$ cat config.mk
export PLATFORM = sky130hd
export DESIGN_NAME = serial_addsub_seq_flat
export DESIGN_NICKNAME = d
export VERILOG_FILES = /design/src/rtl/serial_addsub_seq_if.sv /design/src/rtl/serial_addsub_seq.sv /design/src/flat_wrapper.sv
export SDC_FILE = /design/constraint.sdc
export NUM_CORES = 1
export LEC_CHECK = 0
export CAP_MARGIN = 30
export CORE_ASPECT_RATIO = 1.5
export CORE_UTILIZATION = 45
export CTS_CLUSTER_DIAMETER = 30
export DETAILED_ROUTE_END_ITERATION = 8
export GPL_ROUTABILITY_DRIVEN = 0
export PLACE_DENSITY = 0.7
export REMOVE_ABC_BUFFERS = 1
export SLEW_MARGIN = 20
export SYNTH_ARGS = -nofsm -noshare
export SYNTH_HDL_FRONTEND = slang
export SYNTH_SLANG_ARGS = --single-unit
$ cat constraint.sdc
create_clock -name clk -period 7.1 [get_ports clk]
set_input_delay 1.42 -clock clk [delete_from_list [all_inputs] [get_ports clk]]
set_output_delay 1.42 -clock clk [all_outputs]
set_load 0.01 [all_outputs]
$ cat src/rtl/serial_addsub_seq_if.sv
// Operand/control and result bundle for the nibble-serial add/sub sequencer.
// The master side drives the request and operands; the slave side returns status and result.
interface serial_addsub_seq_if #(
   parameter int unsigned NIBBLES = 4
);
   localparam int unsigned W = 4 * NIBBLES;

   logic         start;
   logic         x;
   logic [W-1:0] a;
   logic [W-1:0] b;
   logic         busy;
   logic         done;
   logic [W-1:0] s;
   logic         cout;
   logic         v;

   modport master (
      output start, x, a, b,
      input  busy, done, s, cout, v
   );

   modport slave (
      input  start, x, a, b,
      output busy, done, s, cout, v
   );
endinterface

$ cat src/rtl/serial_addsub_seq.sv
// Nibble-serial add/subtract: one 4-bit ripple slice per clock, LSB nibble first.
// x=0 gives a+b, x=1 gives b+~a+1; s/cout/v update only when a result completes.
module serial_addsub_seq #(
   parameter int unsigned NIBBLES = 4
) (
   input logic                 clk,
   input logic                 rst_n,
   serial_addsub_seq_if.slave  io_bus
);
   localparam int unsigned W  = 4 * NIBBLES;
   localparam int unsigned CW = (NIBBLES > 1) ? $clog2(NIBBLES) : 1;

   typedef enum logic [1:0] {StIdle, StRun, StDone} state_e;

   state_e         r_state;
   state_e         w_state_d;
   logic [W-1:0]   r_a;
   logic [W-1:0]   r_b;
   logic           r_x;
   logic           r_carry;
   logic [CW-1:0]  r_cnt;
   logic [W-1:0]   r_part;
   logic [W-1:0]   r_s;
   logic           r_cout;
   logic           r_v;

   logic [3:0]     w_sa;
   logic [3:0]     w_sb;
   logic [3:0]     w_sum;
   logic           w_c1;
   logic           w_c2;
   logic           w_c3;
   logic           w_c4;
   logic [W-1:0]   w_a_shift;
   logic [W-1:0]   w_b_shift;
   logic [W-1:0]   w_part_next;
   logic           w_capture;
   logic           w_run;
   logic           w_last;

   // 4-bit ripple slice; w_c3 is the carry into the slice MSB, needed for overflow
   assign w_sa     = r_a[3:0] ^ {4{r_x}};
   assign w_sb     = r_b[3:0];
   assign w_sum[0] = w_sa[0] ^ w_sb[0] ^ r_carry;
   assign w_c1     = (w_sa[0] & w_sb[0]) | (r_carry & (w_sa[0] ^ w_sb[0]));
   assign w_sum[1] = w_sa[1] ^ w_sb[1] ^ w_c1;
   assign w_c2     = (w_sa[1] & w_sb[1]) | (w_c1 & (w_sa[1] ^ w_sb[1]));
   assign w_sum[2] = w_sa[2] ^ w_sb[2] ^ w_c2;
   assign w_c3     = (w_sa[2] & w_sb[2]) | (w_c2 & (w_sa[2] ^ w_sb[2]));
   assign w_sum[3] = w_sa[3] ^ w_sb[3] ^ w_c3;
   assign w_c4     = (w_sa[3] & w_sb[3]) | (w_c3 & (w_sa[3] ^ w_sb[3]));

   generate
      if (NIBBLES > 1) begin : g_wide
         assign w_a_shift   = {4'b0000, r_a[W-1:4]};
         assign w_b_shift   = {4'b0000, r_b[W-1:4]};
         assign w_part_next = {w_sum, r_part[W-1:4]};
      end else begin : g_narrow
         assign w_a_shift   = '0;
         assign w_b_shift   = '0;
         assign w_part_next = w_sum;
      end
   endgenerate

   assign w_run     = (r_state == StRun);
   assign w_last    = (r_cnt == CW'(NIBBLES - 1));
   assign w_capture = io_bus.start && (r_state != StRun);

   always_comb begin
      w_state_d = r_state;
      unique case (r_state)
         StIdle:  if (io_bus.start) w_state_d = StRun;
         StRun:   if (w_last) w_state_d = StDone;
         StDone:  w_state_d = io_bus.start ? StRun : StIdle;
         default: w_state_d = StIdle;
      endcase
   end

   always_ff @(posedge clk or negedge rst_n) begin
      if (!rst_n) begin
         r_state <= StIdle;
      end else begin
         r_state <= w_state_d;
      end
   end

   always_ff @(posedge clk or negedge rst_n) begin
      if (!rst_n) begin
         r_a     <= '0;
         r_b     <= '0;
         r_x     <= 1'b0;
         r_carry <= 1'b0;
         r_cnt   <= '0;
         r_part  <= '0;
         r_s     <= '0;
         r_cout  <= 1'b0;
         r_v     <= 1'b0;
      end else if (w_capture) begin
         r_a     <= io_bus.a;
         r_b     <= io_bus.b;
         r_x     <= io_bus.x;
         r_carry <= io_bus.x;
         r_cnt   <= '0;
      end else if (w_run) begin
         r_a     <= w_a_shift;
         r_b     <= w_b_shift;
         r_carry <= w_c4;
         r_part  <= w_part_next;
         if (w_last) begin
            r_s    <= w_part_next;
            r_cout <= w_c4;
            r_v    <= w_c3 ^ w_c4;
         end else begin
            r_cnt <= r_cnt + CW'(1);
         end
      end
   end

   assign io_bus.busy = w_run;
   assign io_bus.done = (r_state == StDone);
   assign io_bus.s    = r_s;
   assign io_bus.cout = r_cout;
   assign io_bus.v    = r_v;
endmodule
$ cat src/flat_wrapper.sv
// flat-port wrapper written by rule: the top's interface ports become plain ports
module serial_addsub_seq_flat 
#(
   parameter int unsigned NIBBLES = 4
)
  (clk, rst_n, io_bus_start, io_bus_x, io_bus_a, io_bus_b, io_bus_busy, io_bus_done, io_bus_s, io_bus_cout, io_bus_v);
  serial_addsub_seq_if #(.NIBBLES(NIBBLES)) io_bus_i ();
  input logic clk;
  input logic rst_n;
  input wire logic [$bits(io_bus_i.start)-1:0] io_bus_start;
  input wire logic [$bits(io_bus_i.x)-1:0] io_bus_x;
  input wire logic [$bits(io_bus_i.a)-1:0] io_bus_a;
  input wire logic [$bits(io_bus_i.b)-1:0] io_bus_b;
  output wire logic [$bits(io_bus_i.busy)-1:0] io_bus_busy;
  output wire logic [$bits(io_bus_i.done)-1:0] io_bus_done;
  output wire logic [$bits(io_bus_i.s)-1:0] io_bus_s;
  output wire logic [$bits(io_bus_i.cout)-1:0] io_bus_cout;
  output wire logic [$bits(io_bus_i.v)-1:0] io_bus_v;
  assign io_bus_i.start = io_bus_start;
  assign io_bus_i.x = io_bus_x;
  assign io_bus_i.a = io_bus_a;
  assign io_bus_i.b = io_bus_b;
  assign io_bus_busy = io_bus_i.busy;
  assign io_bus_done = io_bus_i.done;
  assign io_bus_s = io_bus_i.s;
  assign io_bus_cout = io_bus_i.cout;
  assign io_bus_v = io_bus_i.v;
  serial_addsub_seq #(.NIBBLES(NIBBLES)) u_core (.clk(clk), .rst_n(rst_n), .io_bus(io_bus_i));
endmodule
**After elaboration in Yosys (flattened, before gate mapping)**

Cells that the tools add are included.

- Bits in registers: 72
- Logic and storage cells: 61

- Add/subtract/negate cells: 1
- Eq/ne operators: 7
- Muxes and demuxes: 13
- Bitwise logic cells: 23
- Reduce and logical (&&, ||, !) cells: 7

Operator list:

| cell | number |
|---|---|
| $mux 16 | 4 |
| $mux 2 | 5 |
| $xor 1x1->1 | 9 |
| $and 1x1->1 | 8 |
| $ne 2x1->1 const B | 3 |
| $pmux 2 s3 | 1 |
| $reduce_and 2->1 | 3 |
| $eq 2x2->1 const B | 2 |
| $or 1x1->1 | 4 |
| $xor 4x4->4 | 1 |
| $mux 1 | 3 |
| $reduce_and 3->1 | 1 |
| $add 2x1->2 const B | 1 |
| $eq 2x1->1 const B | 1 |
| $logic_not 2->1 | 1 |
| $ne 2x2->1 const B | 1 |
| $reduce_bool 2->1 | 1 |
| $logic_and 1x1->1 | 1 |
| $not 1->1 | 1 |

**Longest topological paths before layout**

- Depth after elaboration: 12
- Mapped depth: 11
- Depth with buffers taken out: 10

**Worst setup path after synthesis**

No wires, ideal clock.

- Path type: register -> register
- Start point: register u_core.r_x
- End point: register u_core.r_s[15], in the netlist u_core.io_bus.s[15]
- Period minus slack after synthesis: 2.516 ns
- Stages on the path, launching flop included: 11
- Arrival time: 2.391 ns
- Setup time: 0.125 ns
- Path slack: 4.584 ns
- Buffers on the path: 1
- Cells stage by stage: dfrtp_1 > clkbuf_1 > xnor2_1 > fa_1 > inv_1 > fa_1 > inv_1 > fa_1 > inv_1 > fa_1 > mux2_2

- Word-level cells in the longest chain between the ends: 9
- Elaborated cells on any way between the ends: 15
- Those cells by class: 15 x bitwise

Ends and longest elaborated chain:

| what | line | RTL |
|---|---|---|
| start, declared | serial_addsub_seq.sv:19 | `logic r_x;` |
| start signal, assigned | serial_addsub_seq.sv:101 | `r_x <= io_bus.x;` |
| $xor 4x4->4 * | serial_addsub_seq.sv:42 | `assign w_sa = r_a[3:0] ^ {4{r_x}};` |
| $xor 1x1->1 | serial_addsub_seq.sv:45 | `assign w_c1 = (w_sa[0] & w_sb[0]) \| (r_carry & (w_sa[0] ^ w_sb[0]));` |
| $and 1x1->1 | serial_addsub_seq.sv:45 |  |
| $or 1x1->1 | serial_addsub_seq.sv:45 |  |
| $and 1x1->1 | serial_addsub_seq.sv:47 | `assign w_c2 = (w_sa[1] & w_sb[1]) \| (w_c1 & (w_sa[1] ^ w_sb[1]));` |
| $or 1x1->1 | serial_addsub_seq.sv:47 |  |
| $and 1x1->1 | serial_addsub_seq.sv:49 | `assign w_c3 = (w_sa[2] & w_sb[2]) \| (w_c2 & (w_sa[2] ^ w_sb[2]));` |
| $or 1x1->1 | serial_addsub_seq.sv:49 |  |
| $xor 1x1->1 * | serial_addsub_seq.sv:50 | `assign w_sum[3] = w_sa[3] ^ w_sb[3] ^ w_c3;` |
| named net u_core.w_part_next[15] | serial_addsub_seq.sv:36 | `logic [W-1:0] w_part_next;` |
| end signal, assigned | serial_addsub_seq.sv:110 | `r_s <= w_part_next;` |
| end, declared | serial_addsub_seq.sv:23 | `logic [W-1:0] r_s;` |

Mark *: on every way through the listed nets, which the timed path passes. The rest lies on a longest branch.
A chain may end at the register's enable or synchronous reset.

**Final worst setup path**

- Start point: register u_core.r_state[1]
- End point: output io_bus_busy

- Word-level cells in the longest chain between the ends: 1

Ends and longest elaborated chain:

| what | line | RTL |
|---|---|---|
| start, declared | serial_addsub_seq.sv:15 | `state_e r_state;` |
| start signal, assigned | serial_addsub_seq.sv:81 | `r_state <= StIdle;` |
| start signal, assigned | serial_addsub_seq.sv:83 | `r_state <= w_state_d;` |
| $eq 2x1->1 | serial_addsub_seq.sv:65 | `assign w_run = (r_state == StRun);` |
| end, declared | flat_wrapper.sv:14 | `output wire logic [$bits(io_bus_i.busy)-1:0] io_bus_busy;` |

No other way between the ends.

==> results_dict.tcl <==
set metrics [dict create \
    status "complete, but fails checks" \
    violations "DRC" \
    cp.required_ps 5680 \
    wire_per_inst_um 12.86 \
    yosys-top-cells-area "dfrtp_1 (57%), mux2i_1 (11%), nand2_1 (7.6%)" \
    startpoint_type "flop" \
    max_freq_ghz 0.2668 \
    core_um2 6486 \
    p_per_area_nw_per_um2 434.4 \
    die_area_um2 7013 \
    grt_overflow 0 \
    cp.arrival_ps 2330 \
    met3_length_um 208 \
    min_period_ps 3747 \
    ir_drop_uv 210.9 \
    cts-root-buf "clkbuf_8" \
    r2r_cells 9 \
    worstPathCellList "nand2b_1 -> inv_2 -> clkdlybuf4s50_1" \
    clkTransAtPathRegs_ps 70 \
    cp-startpoint "u_core.r_state[1]" \
    hpwl_um 3281 \
    synth.distinct_cells 24 \
    cts_buffers 9 \
    start_util_pct 46.32 \
    cellInternalPower_mw 1.071 \
    chipWidth_um 68.71 \
    min_path_cells 2 \
    synth_top_area_share_pct 56.64 \
    syn_area_per_cell_um2 11.47 \
    reg2reg_from "u_core.r_x" \
    cts_resized 0 \
    portBuffers 55 \
    nets 355 \
    synth_warnings 0 \
    areaGrowthSynthToFinish_pct 25.57 \
    clockPowerShare_pct 18.3 \
    clk_path_buf_depth 2 \
    fin_tns_setup_ps 0 \
    first_global_vias 1847 \
    ios 56 \
    critPathMaxStageDelay_ps 630 \
    pwr-share-comb_pct 40.7 \
    synth_cells 262 \
    routed_via_density 4.965 \
    fin_util_pct 58.16 \
    hold_path_class "reg2reg" \
    cts_tree "done" \
    synth_area_um2 3004 \
    die_height_um 102.1 \
    sequentialPowerShare_pct 41.0 \
    finalHoldViolations 0 \
    drt_iter0_markers 130 \
    grt_max_degree 71 \
    cts_hold_buf 0 \
    slew_headroom_pct 43.55 \
    max-cap-violations 0 \
    crit_fanout 28 \
    fin_worst_skew_ps 5.642 \
    setup_viol 0 \
    yosysTopAreaCell "dfrtp_1" \
    worst_pin_slew_ps 846.7 \
    rows 36 \
    firstDrtPassIters 6 \
    highest_layer "met4" \
    drt_wl_total_um 5078 \
    num_vias 1961 \
    leakage_nw 1.829 \
    htree_levels 3 \
    synth-seq-area-share_pct 56.64 \
    final.period_utilization_pct 52.78 \
    grt_antenna_before_repair 0 \
    clkSinkCount 68 \
    wl_met1_um 2309 \
    grt_pass1_wl_um 8293 \
    p_sw_uw 567.8 \
    track_usage_pct 16.38 \
    slowest_stage "clkdlybuf4s50_1" \
    slew_viol_final 0 \
    path_class "reg2out" \
    clk_latency_ps 340 \
    ys_seq_elements 68 \
    antenna_cells 0 \
    layout-drive-gt1-share_pct 11.29 \
    detail-route-antenna-nets 0 \
    cp-end-kind "output port" \
    drc_errors 1 \
    post_cts_buffers 0 \
    min-delay-start "u_core.r_part[6]" \
    dr_wl_met2_um 2446 \
    netSwitchingFraction_pct 34.65 \
    timing.hold.ws_ps 478.2 \
    rsz0062_at_grt "no" \
]
[layout make-up]
cell class,instances,area (um^2)
Fill cell,563,2714
Sequential cell,68,1702
Clock buffer,11,131.4
Clock inverter,5,52.55
Tap cell,76,95.09
Inverter,9,33.78
Timing Repair Buffer,57,583.1
Multi-Input combinational cell,169,1175
[registers in the layout (all words and copies together), names as in the netlist]
| signal | count |
|---|---|
| u_core.r_carry | 1 |
| u_core.io_bus.cout | 1 |
| u_core.r_a | 16 |
| u_core.r_cnt | 2 |
| u_core.r_x | 1 |
| u_core.r_b | 16 |
| u_core.io_bus.v | 1 |
| u_core.io_bus.s | 16 |
| u_core.r_part | 12 |
| u_core.r_state | 2 |
[worst max-delay path: cells and delay by family, from the launching register on]
family                 cells  cell delay (ps)
buffers and inverters      2             1140
flip-flops                 1              380
AND/OR/NAND/NOR            1              460
[cells in the mapped netlist]
master and n:
o21ai_0 31, inv_1 8, a31o_2 1, clkbuf_1 4, nand2_1 61, dfrtp_1 68, fa_1 4, buf_4 5
inv_2 1, mux2_4 13, xnor2_1 2, ha_1 1, o22ai_1 1, mux2_2 2, nand3b_2 1, xor2_1 4
nor2_1 9, o21ai_1 1, nand2b_1 1, buf_2 6, nor2b_1 1, mux2i_1 34, nand3_1 2, buf_6 1
[kinds of logic after synthesis]
| group | Yosys count | synth area share (%) |
|---|---|---|
| DFF | 68 | 56.64 |
| and+or+nand+nor | 75 | 9.871 |
| muxes | 49 | 18.58 |
| buffers and inverters | 25 | 4.248 |
| adders and majority gates | 5 | 3.082 |
| AOI/OAI and AO/OA | 34 | 5.831 |
| xor gates and xnor gates | 6 | 1.749 |
[power by group through the flow]
stage	registers [mW]	logic, mW	clock network, mW
global placement	0.674	0.639	0
global route	0.696	0.752	0.327
detailed placement	0.680	0.659	0
CTS	0.674	0.660	0.311
finish	0.672	0.668	0.299
floorplan	0.679	0.404	0
[per-stage QoR]
| stage | power (mW) | cells | worst slack [ps] | area (um^2) |
|---|---|---|---|---|
| 3_5_place_dp | 1.339 | 377 | 3254 | 3548 |
| 5_1_grt | 1.775 | 395 | 3187 | 3772 |
| 2_1_floorplan | 1.082 | 246 | 4297 | 2910 |
| 6_report | 1.639 | 395 | 3353 | 3772 |
| 3_3_place_gp | 1.313 | 377 | 3292 | 3548 |
| 4_1_cts | 1.645 | 393 | 2868 | 3732 |
[layout by cell type, fill, tap and decap left out, types with 2 or more instances in the layout]
master	count
inv_1	8
nor2_1	9
clkinv_2	3
buf_12	2
clkbuf_8	9
nand3_1	2
clkdlybuf4s50_1	53
xor2_1	4
dfrtp_1	68
mux2i_1	34
o21ai_0	31
xnor2_1	2
clkbuf_1	2
nand2_1	61
mux2_4	13
mux2_2	2
fa_1	4
[final timing paths]
kind / endpoint / slack [ps]
worst max-delay path: io_bus_busy / 3350
max in group asynchronous: u_core.r_b[6] / 5360
worst max register to register: u_core.io_bus.s[15] / 4500
worst min register to register: u_core.r_part[6] / 480
worst min-delay path: u_core.r_part[6] / 480
min in group asynchronous: u_core.io_bus.s[6] / 1180
[metal layers]
metal / GRT usage, % / up-vias
met5: 0 / -
met4: 8.948 / 0
met3: 4.464 / 9
met2: 25.41 / 49
met1: 20.41 / 932
li1: - / 971
Note: power is estimated with default switching activity, not from simulation.
==> RTL edit, RTL diff (same flow settings) <==
`NIBBLES` is set to 4 in 3 places; all go to 8.
--- a/src/rtl/serial_addsub_seq_if.sv
+++ b/src/rtl/serial_addsub_seq_if.sv
@@ -3,3 +3,3 @@
 interface serial_addsub_seq_if #(
-   parameter int unsigned NIBBLES = 4
+   parameter int unsigned NIBBLES = 8
 );
--- a/src/rtl/serial_addsub_seq.sv
+++ b/src/rtl/serial_addsub_seq.sv
@@ -3,3 +3,3 @@
 module serial_addsub_seq #(
-   parameter int unsigned NIBBLES = 4
+   parameter int unsigned NIBBLES = 8
 ) (
--- a/src/flat_wrapper.sv
+++ b/src/flat_wrapper.sv
@@ -3,3 +3,3 @@
 #(
-   parameter int unsigned NIBBLES = 4
+   parameter int unsigned NIBBLES = 8
 )
Ports: changed (resized io_bus_a, io_bus_b and io_bus_s); port bits go from 56 to 104. The function was not compared with the original's and may differ.
==> RTL edit against the original RTL <==
- worst setup slack improved by 290 ps
- routed wire length grew 100%
- total power is 94% higher
- cell area up 97%
- clock skew is 2.2 ps higher
- sequential cell count is 65 higher
- area after synthesis is 91% higher
- core utilization grew 1.4 points
- worst hold slack got worse by 10 ps
==> RTL edit: results (changes against the original RTL) <==
Worst-case headroom to the max-slew limit -> 0.490 (was 0.436)
Cell at the root of the clock tree -> sky130_fd_sc_hd__clkbuf_16 (was sky130_fd_sc_hd__clkbuf_8)
Combined global-route utilization of all metal layers -> 0.174 (was 0.164)
Detailed-placement wirelength estimate -> 7.03 mm (was 3.28 mm)
Seq/Total Area, Yosys -> 0.580 (was 0.566)
Hold path startpoint -> u_core.r_part[4] (was u_core.r_part[6])
Static Leakage -> 0.00353 uW (was 0.00183 uW)
Total length of routed wires -> 10.4 mm (was 5.08 mm)
Vias in the first global route -> 3788 (was 1847)
Inserted Clock Buffers -> 17 (was 9)
Count of buffers inserted at the top-level ports -> 103 (was 55)
Remaining global-route overflow -> 0 (unchanged)
Top post-synthesis cells by area -> sky130_fd_sc_hd__dfrtp_1 58%, sky130_fd_sc_hd__mux2i_1 12%, sky130_fd_sc_hd__nand2_1 9.2%, sky130_fd_sc_hd__o21ai_0 3.8%, sky130_fd_sc_hd__mux2_2 3.5% (was sky130_fd_sc_hd__dfrtp_1 57%, sky130_fd_sc_hd__mux2i_1 11%, sky130_fd_sc_hd__nand2_1 7.6%, sky130_fd_sc_hd__mux2_4 6.5%, sky130_fd_sc_hd__o21ai_0 5.2%)
Placed Area -> 0.00683 mm2 (was 0.00355 mm2)
Share of cells above drive strength 1 -> 0.117 (was 0.113)
Result of the run -> finished, final reports clean (was complete, but fails checks)
Wire length of the first global-routing pass -> 18.0 mm (was 8.29 mm)
VDD IR max -> 0.211 mV (about the same)
Reg2Reg Launch Point -> u_core.r_x (unchanged)
Inserted Diodes -> 0 (unchanged)
Path class of the lowest-slack min-delay path -> reg2reg (unchanged)
Number of filler cells placed in the layout -> 1049 (was 563)
Count of routing violations after the opening detailed-route iteration -> 173 (was 130)
Number of cells upsized or downsized after cts -> 0 (unchanged)
Largest net degree at the start of global routing -> 95 (was 71)
Yosys warning count -> 0 (unchanged)
Setup skew after layout -> 7.82 ps (was 5.64 ps)
Commonest cells post-synth -> 141 x sky130_fd_sc_hd__nand2_1, 133 x sky130_fd_sc_hd__dfrtp_1, 67 x sky130_fd_sc_hd__mux2i_1 (was 68 x sky130_fd_sc_hd__dfrtp_1, 61 x sky130_fd_sc_hd__nand2_1, 34 x sky130_fd_sc_hd__mux2i_1)
Detailed-route via count -> 3810 (was 1961)
Maximum clock insertion buffer count -> 2 (unchanged)
Minimum setup slack after placement -> 4070 ps (was 3250 ps)
Signal arrival time at the worst endpoint -> 2030 ps (was 2330 ps)
Clock slew at the register clock pins of the worst setup and hold paths -> 50 ps (was 70 ps)
Nets@finish -> 676 (was 355)
Share of synthesized registers carrying an async set or reset -> 1.00 (unchanged)
H-tree Lvls -> 4 (was 3)
Pre-antenna DRT Iters -> 4 (was 6)
Crit Path Max Fanout -> 57 (was 28)
Clock insertion delay at the later pin of the skew report -> 400 ps (was 340 ps)
Top FF cell, synth -> sky130_fd_sc_hd__dfrtp_1 (unchanged)
## RTL edit: cell count changes after synthesis, moves of 13 or more
cell / before / now
sky130_fd_sc_hd__dfrtp_1: 68 / 133
sky130_fd_sc_hd__mux2i_1: 34 / 67
sky130_fd_sc_hd__nand2_1: 61 / 141
sky130_fd_sc_hd__o21ai_1: 1 / 21
sky130_fd_sc_hd__buf_2: 6 / 19
sky130_fd_sc_hd__mux2_2: 2 / 18
## RTL edit: per-stage QoR
step / instances / utilization
floorplan: 475 / -
global placement: 737 / 0.545
detailed placement: 739 / 0.549
CTS: 771 / 0.596
global route: 771 / 0.596
finish: 771 / 0.596
## RTL edit: layout make-up
class | instances | area (um2) | share of cell area
clock buffers | 21 | 460 | 0.0621
clock inverters | 11 | 126 | 0.0170
inverters | 9 | 36.3 | 0.00489
multi-input cells | 333 | 2170 | 0.293
flip-flops and latches | 133 | 3330 | 0.449
well taps | 156 | 195 | 0.0263
repair buffers | 108 | 1100 | 0.148
## RTL edit: path summary, 6_finish.rpt
| check | endpoint | slack, ps | cells after the start |
|---|---|---|---|
| max in group asynchronous | u_core.io_bus.s[12] | 4840 | 2 |
| hold / removal | u_core.r_part[4] | 470 | 2 |
| setup / recovery | io_bus_busy | 3650 | 3 |
| hold reg to reg | u_core.r_part[4] | 470 | 2 |
| min in group asynchronous | u_core.r_b[24] | 1010 | 1 |
| setup reg to reg | u_core.io_bus.s[31] | 4390 | 9 |
## RTL edit: critical path: stages (launching register included)
cell and delay (ps):
sky130_fd_sc_hd__dfrtp_1 380, sky130_fd_sc_hd__nand2b_1 190, sky130_fd_sc_hd__inv_4 420, sky130_fd_sc_hd__clkdlybuf4s50_1 640
## RTL edit: power breakdown
group | total, uW | switching, uW | internal, uW
logic | 1050 | 518 | 532
registers | 1290 | 198 | 1090
clock network | 846 | 310 | 536
## RTL edit: per-layer routing
metal  GRT usage  wire length [um]
met5           0                 0
met4      0.0640               136
met3      0.0630               648
met2       0.271              5050
met1       0.223              4530
## RTL edit: cell families (layout without fill, tap and decap cells)
family / Yosys count / count (layout) / share of synthesized area
simple gates: 156 / 156 / 0.105
mux: 98 / 98 / 0.186
xor+xnor: 6 / 6 / 0.00916
fa+ha+maj: 6 / 6 / 0.0183
buf+inv: 43 / 149 / 0.0414
flops: 133 / 133 / 0.580
compound gates: 67 / 67 / 0.0600
